==> src/rtl/key_event_pkg.sv <==
// Shared types and default timing constants for the key event unit.
package key_event_pkg;

   typedef enum logic [1:0] {
      RELEASED    = 2'd0,
      HOLD_WAIT   = 2'd1,
      HOLD_REPEAT = 2'd2
   } hold_state_t;

   localparam int unsigned DefNKeys        = 4;
   localparam int unsigned DefCntW         = 24;
   localparam int unsigned DefDebCycles    = 4096;
   localparam int unsigned DefRepeatDelay  = 1500000;
   localparam int unsigned DefRepeatPeriod = 300000;
   localparam int unsigned DefLongCycles   = 3000000;
   localparam logic [3:0]  DefRepeatMask   = 4'b0011;

endpackage

==> src/rtl/key_channel.sv <==
// One key: 2-FF synchroniser, counter debouncer and hold FSM producing
// press/release/repeat/long pulses.
module key_channel
   import key_event_pkg::*;
#(
   parameter bit          ACTIVE_LOW    = 1'b1,
   parameter int unsigned CNT_W         = DefCntW,
   parameter int unsigned DEB_CYCLES    = DefDebCycles,
   parameter int unsigned REPEAT_DELAY  = DefRepeatDelay,
   parameter int unsigned REPEAT_PERIOD = DefRepeatPeriod,
   parameter int unsigned LONG_CYCLES   = DefLongCycles,
   parameter bit          REPEAT_EN     = 1'b1
) (
   input  logic clk_i,
   input  logic rst_ni,
   input  logic key_i,
   output logic level_o,
   output logic press_o,
   output logic release_o,
   output logic repeat_o,
   output logic long_o
);

   // Pin level while the key is not pressed.
   localparam logic IdleLvl = ACTIVE_LOW;
   localparam logic [CNT_W-1:0] DebLast    = CNT_W'(DEB_CYCLES - 1);
   localparam logic [CNT_W-1:0] DelayLast  = CNT_W'(REPEAT_DELAY - 1);
   localparam logic [CNT_W-1:0] PeriodLast = CNT_W'(REPEAT_PERIOD - 1);
   localparam logic [CNT_W-1:0] LongLast   = CNT_W'(LONG_CYCLES - 1);
   localparam logic [CNT_W-1:0] LongSat    = CNT_W'(LONG_CYCLES);

   logic sync1_q, sync2_q, pressed;
   logic stable_q, stable_d;
   logic [CNT_W-1:0] deb_cnt_q, deb_cnt_d;
   logic [CNT_W-1:0] hold_cnt_q, hold_cnt_d;
   logic [CNT_W-1:0] rep_cnt_q, rep_cnt_d;
   hold_state_t state_q, state_d;
   logic press_q, press_d, release_q, release_d;
   logic repeat_q, repeat_d, long_q, long_d;

   assign pressed = ACTIVE_LOW ? ~sync2_q : sync2_q;

   always_comb begin
      stable_d   = stable_q;
      deb_cnt_d  = '0;
      state_d    = state_q;
      hold_cnt_d = hold_cnt_q;
      rep_cnt_d  = rep_cnt_q;
      press_d    = 1'b0;
      release_d  = 1'b0;
      repeat_d   = 1'b0;
      long_d     = 1'b0;

      if (pressed != stable_q) begin
         if (deb_cnt_q == DebLast) begin
            stable_d  = pressed;
            press_d   = pressed;
            release_d = ~pressed;
         end else begin
            deb_cnt_d = deb_cnt_q + 1'b1;
         end
      end

      if (release_d) begin
         state_d    = RELEASED;
         hold_cnt_d = '0;
         rep_cnt_d  = '0;
      end else begin
         unique case (state_q)
            RELEASED: begin
               hold_cnt_d = '0;
               rep_cnt_d  = '0;
               if (press_d) state_d = HOLD_WAIT;
            end
            HOLD_WAIT: begin
               if (REPEAT_EN && (hold_cnt_q == DelayLast)) begin
                  repeat_d  = 1'b1;
                  rep_cnt_d = '0;
                  state_d   = HOLD_REPEAT;
               end
            end
            HOLD_REPEAT: begin
               if (rep_cnt_q == PeriodLast) begin
                  repeat_d  = 1'b1;
                  rep_cnt_d = '0;
               end else begin
                  rep_cnt_d = rep_cnt_q + 1'b1;
               end
            end
            default: state_d = RELEASED;
         endcase

         // Hold timer saturates at LONG_CYCLES so the long pulse fires once per hold.
         if (state_q != RELEASED) begin
            if (hold_cnt_q == LongLast) long_d = 1'b1;
            if (hold_cnt_q != LongSat) hold_cnt_d = hold_cnt_q + 1'b1;
         end
      end
   end

   always_ff @(posedge clk_i or negedge rst_ni) begin
      if (!rst_ni) begin
         sync1_q    <= IdleLvl;
         sync2_q    <= IdleLvl;
         stable_q   <= 1'b0;
         deb_cnt_q  <= '0;
         hold_cnt_q <= '0;
         rep_cnt_q  <= '0;
         state_q    <= RELEASED;
         press_q    <= 1'b0;
         release_q  <= 1'b0;
         repeat_q   <= 1'b0;
         long_q     <= 1'b0;
      end else begin
         sync1_q    <= key_i;
         sync2_q    <= sync1_q;
         stable_q   <= stable_d;
         deb_cnt_q  <= deb_cnt_d;
         hold_cnt_q <= hold_cnt_d;
         rep_cnt_q  <= rep_cnt_d;
         state_q    <= state_d;
         press_q    <= press_d;
         release_q  <= release_d;
         repeat_q   <= repeat_d;
         long_q     <= long_d;
      end
   end

   assign level_o   = stable_q;
   assign press_o   = press_q;
   assign release_o = release_q;
   assign repeat_o  = repeat_q;
   assign long_o    = long_q;

endmodule

==> src/rtl/key_event_unit.sv <==
// N-channel key synchroniser/debouncer/classifier; one key_channel per pin.
module key_event_unit
   import key_event_pkg::*;
#(
   parameter int unsigned       N_KEYS        = DefNKeys,
   parameter bit                ACTIVE_LOW    = 1'b1,
   parameter int unsigned       CNT_W         = DefCntW,
   parameter int unsigned       DEB_CYCLES    = DefDebCycles,
   parameter int unsigned       REPEAT_DELAY  = DefRepeatDelay,
   parameter int unsigned       REPEAT_PERIOD = DefRepeatPeriod,
   parameter int unsigned       LONG_CYCLES   = DefLongCycles,
   parameter logic [N_KEYS-1:0] REPEAT_MASK   = N_KEYS'(DefRepeatMask)
) (
   input  logic              i_clk,
   input  logic              i_rst_n,
   input  logic [N_KEYS-1:0] i_key,
   output logic [N_KEYS-1:0] o_level,
   output logic [N_KEYS-1:0] o_press,
   output logic [N_KEYS-1:0] o_release,
   output logic [N_KEYS-1:0] o_repeat,
   output logic [N_KEYS-1:0] o_long,
   output logic [N_KEYS-1:0] o_event,
   output logic              o_any_held
);

   if (DEB_CYCLES < 2 || REPEAT_PERIOD < 2 || REPEAT_DELAY < 2 || LONG_CYCLES < 2 ||
       (DEB_CYCLES >> CNT_W) != 0 || (REPEAT_PERIOD >> CNT_W) != 0 ||
       (REPEAT_DELAY >> CNT_W) != 0 || (LONG_CYCLES >> CNT_W) != 0) begin : g_bad_params
      $error("key_event_unit: cycle parameters must be >= 2 and < 2**CNT_W");
   end

   for (genvar i = 0; i < N_KEYS; i++) begin : g_ch
      key_channel #(
         .ACTIVE_LOW    (ACTIVE_LOW),
         .CNT_W         (CNT_W),
         .DEB_CYCLES    (DEB_CYCLES),
         .REPEAT_DELAY  (REPEAT_DELAY),
         .REPEAT_PERIOD (REPEAT_PERIOD),
         .LONG_CYCLES   (LONG_CYCLES),
         .REPEAT_EN     (REPEAT_MASK[i])
      ) u_ch (
         .clk_i     (i_clk),
         .rst_ni    (i_rst_n),
         .key_i     (i_key[i]),
         .level_o   (o_level[i]),
         .press_o   (o_press[i]),
         .release_o (o_release[i]),
         .repeat_o  (o_repeat[i]),
         .long_o    (o_long[i])
      );
   end

   assign o_event    = o_press | o_repeat;
   assign o_any_held = |o_level;

endmodule

==> config.mk <==
export PLATFORM = sky130hd
export DESIGN_NAME = key_event_unit
export DESIGN_NICKNAME = d
export VERILOG_FILES = /design/src/rtl/key_event_pkg.sv /design/src/rtl/key_channel.sv /design/src/rtl/key_event_unit.sv
export SDC_FILE = /design/constraint.sdc
export NUM_CORES = 1
export LEC_CHECK = 0
export CAP_MARGIN = 20
export CORE_ASPECT_RATIO = 1.75
export CORE_MARGIN = 1.5
export CORE_UTILIZATION = 44
export DETAILED_ROUTE_END_ITERATION = 8
export GPL_ROUTABILITY_DRIVEN = 1
export SETUP_SLACK_MARGIN = 0.05
export SYNTH_ARGS = -nofsm -noshare
export SYNTH_HDL_FRONTEND = slang
export SYNTH_HIERARCHICAL = 1
export SYNTH_SLANG_ARGS = --single-unit
==> constraint.sdc <==
create_clock -name i_clk -period 3.45 [get_ports i_clk]
set_input_delay 0.69 -clock i_clk [delete_from_list [all_inputs] [get_ports i_clk]]
set_output_delay 0.69 -clock i_clk [all_outputs]
set_load 0.05 [all_outputs]
==> impl_metrics.py <==
metrics = {
    "cells_and_area": {
        "stdcell_area_sq_mm": 0.0163,
        "utilization_pct": 49.5,
        "n_fill_cell": 3069,
        "areaGrowthSynthToFinish_pct": 10.7,
        "drive_above_1_share_pct": 8.11,
        "multi_input_area_sq_mm": 0.00731,
        "antenna_cells": 0,
        "fin_nets": 1608,
        "seqCellArea_sq_mm": 0.00682,
    },
    "flow_run": {
        "max_cap_viol_count": 0,
    },
    "grt": {
        "grt_first_pass_wirelength_um": 57200,
        "grt_pass1_vias": 11802,
        "grt_usage_pct": 19.7,
        "grt_max_degree": 83,
        "antenna_found_initial": 0,
        "gr-total-overflow": 0,
    },
    "synthesis": {
        "synthCells": 1579,
        "synthDistinctLibCells": 79,
        "synth-async-reset-ratio_pct": 100,
        "ys_top_cells_by_area": "dfrtp_1 (45%), nor2_1 (4.9%), xnor2_1 (4.5%)",
        "synth_common_cells": "dfrtp_1 (264), nor2_1 (192), nand2_1 (99), nand3_1 (93), a21oi_1 (80)",
        "avgSynthCellArea_sq_um": 9.33,
        "syn_nets": 1607,
        "synth_largest_type_area_fraction_pct": 44.9,
        "yosysMostFrequentCell": "dfrtp_1",
        "synth_top_area_cell": "dfrtp_1",
        "yosysWarnings": 6,
        "mappedNetlistArea_sq_mm": 0.0147,
        "ys_ff_latch": 272,
        "synth_ff_type": "dfrtp_1",
        "yosysSeqAreaShare_pct": 46.3,
        "synth_edf_count": 0,
    },
    "cts": {
        "cts.repair.resized": 0,
        "htreeDepth": 1,
        "clk_latency_ns": 0.57,
        "cts_tree": "yes",
        "cts_root_buffer": "clkbuf_16",
        "cts_made_buffers": 30,
        "clockBufferDepth": 3,
        "cts.clk_slew.worst_paths_ns": 0.06,
        "cts_num_sinks": 272,
        "cts_hold_buf": 0,
        "post-cts-setup-buffers": 0,
    },
    "place": {
        "place_area_sq_mm": 0.0153,
        "place.gp.congestion": 0.824,
        "dp_hpwl_um": 22200,
        "portBuffers": 28,
    },
    "drt": {
        "drt_first_pass_iters": 5,
        "post_drt_wl_per_cell_um": 16.4,
        "vias": 11677,
        "wl_um": 33000,
        "drc": 0,
        "antenna_left": 0,
        "routed_via_density": 5.82,
        "drt_iter0_drc": 519,
    },
    "worst_setup_path": {
        "crit_type": "reg -> out",
        "cp_cell_sequence": "or4_1 > clkdlybuf4s50_1",
        "max_stage_delay_ns": 0.73,
        "start_kind": "flop",
        "critPathCaptureType": "primary output",
        "worstReg2RegEnd": "g_ch[1].u_ch/rep_cnt_q[12]",
        "critPathRequiredTime_ns": 2.76,
        "r2r_cells": 8,
        "arrival_ns": 2.38,
        "cp_max_fo": 6,
        "reg2reg_from": "g_ch[1].u_ch/state_q[0]",
        "r2r_setup_slack_ns": 0.87,
        "crit_slowest_cell": "clkdlybuf4s50_1",
    },
    "sta": {
        "finalHoldViolCount": 0,
        "setup_viol_count_final": 0,
        "fin_skew_ns": 0.0174,
        "fmax_mhz": 325,
        "rsz0062_at_grt": "no",
        "drv_slew": 0,
        "period_needed_ns": 3.07,
        "maxSlewHeadroom_pct": 30.6,
        "finalCritPeriodShare_pct": 89.1,
        "tightest_slew_ns": 1.04,
        "setup_tns_ns": 0,
    },
    "power_and_ir_drop": {
        "p_per_area_mw_per_mm2": 407,
        "ir_drop_mv": 0.367,
        "leakage_uw": 0.00619,
        "power_uw": 6630,
    },
    "floorplanning": {
        "start_util_pct": 44.7,
        "io_pins": 31,
        "die_area_sq_mm": 0.0346,
        "core-area_sq_mm": 0.0329,
        "die_h_um": 245,
        "rows": 88,
        "die_w_um": 141,
    },
    "worst_hold_path": {
        "hold_path_class": "in -> async",
    },
    "outcome": {
        "status": "complete, no violations",
    },
}
-- kinds of logic after synthesis --
| kind of cell | Yosys count | share of synthesized area (%) |
|---|---|---|
| flops | 272 | 46.3 |
| simple gates | 762 | 28.5 |
| buf+inv | 135 | 4.15 |
| fa+ha+maj | 22 | 1.87 |
| mux | 8 | 0.544 |
| other cells | 2 | 0.0510 |
| compound gates | 244 | 10.7 |
| xor+xnor | 134 | 7.97 |
-- cells in the final DEF (no fill, tap or decap), types with 30 or more instances in the layout --
| master | instances |
|---|---|
| xor2_1 | 58 |
| nand2_1 | 99 |
| nand3_1 | 93 |
| nand4_1 | 74 |
| inv_1 | 59 |
| nor4_1 | 43 |
| nor2_1 | 192 |
| clkbuf_16 | 30 |
| xnor2_1 | 76 |
| dfrtp_1 | 264 |
| o21ai_0 | 36 |
| or4_1 | 43 |
| nor3_1 | 52 |
| a21oi_1 | 80 |
-- sequential cells by signal (all words and copies together), names as in the netlist --
register	count
g_ch.u_ch/long_o	4
g_ch.u_ch/rep_cnt_q	48
g_ch.u_ch/deb_cnt_q	96
g_ch.u_ch/hold_cnt_q	96
g_ch.u_ch/repeat_o	2
g_ch.u_ch/release_o	4
g_ch.u_ch/press_o	4
g_ch.u_ch/sync2_q	4
g_ch.u_ch/sync1_q	4
g_ch.u_ch/level_o	4
g_ch.u_ch/state_q	6
-- routing by layer --
| layer | track usage [%] | wire (um) |
|---|---|---|
| met5 | 0 | 0 |
| met3 | 1.95 | 886 |
| met2 | 37.1 | 17700 |
| met4 | 7.32 | 942 |
| met1 | 22.9 | 13400 |
-- final cells by class --
type / count / share of cell area, %
Tap cell: 405 / 3.11
Inverter: 60 / 1.38
Clock buffer: 40 / 5.14
Timing Repair Buffer: 44 / 2.72
Clock inverter: 15 / 1.03
Sequential cell: 272 / 41.8
Multi-Input combinational cell: 1172 / 44.8
-- stage by stage --
| stage | hold slack (ns) | cells | setup WS (ns) |
|---|---|---|---|
| 6_report | 0.137 | 2008 | 0.376 |
| 3_5_place_dp | 0.347 | 1953 | 0.889 |
| 5_1_grt | 0.171 | 2008 | 0.322 |
| 2_1_floorplan | 0.345 | 1579 | 1.24 |
| 4_1_cts | 0.135 | 2008 | 0.333 |
| 3_3_place_gp | 0.348 | 1953 | 0.882 |
-- worst max-delay path: cells and delay by family (launching register included) --
| kind | cells | cell delay, ns |
|---|---|---|
| buffers and inverters | 1 | 0.73 |
| AND/OR/NAND/NOR | 1 | 0.60 |
| flip-flops | 1 | 0.48 |
-- how the worst max path moves through the flow --
stage	end	startpoint	slack, ns	cells past startpoint
after CTS	o_any_held	g_ch[0].u_ch/level_o	0.33	2
after global placement	g_ch[1].u_ch/rep_cnt_q[9]	g_ch[1].u_ch/state_q[0]	0.88	8
final	o_any_held	g_ch[0].u_ch/level_o	0.38	2
after global routing	o_any_held	g_ch[0].u_ch/level_o	0.32	2
after detailed placement	g_ch[1].u_ch/rep_cnt_q[18]	g_ch[1].u_ch/state_q[0]	0.89	8
after floorplan	g_ch[0].u_ch/state_q[1]	g_ch[0].u_ch/deb_cnt_q[0]	1.24	8
-- power by group --
group | switching, uW | total, uW | internal [uW]
logic | 105 | 137 | 32.0
clock network | 1340 | 3270 | 1930
registers | 16.0 | 3230 | 3210
No activity file was read; power rests on OpenSTA's default activity.
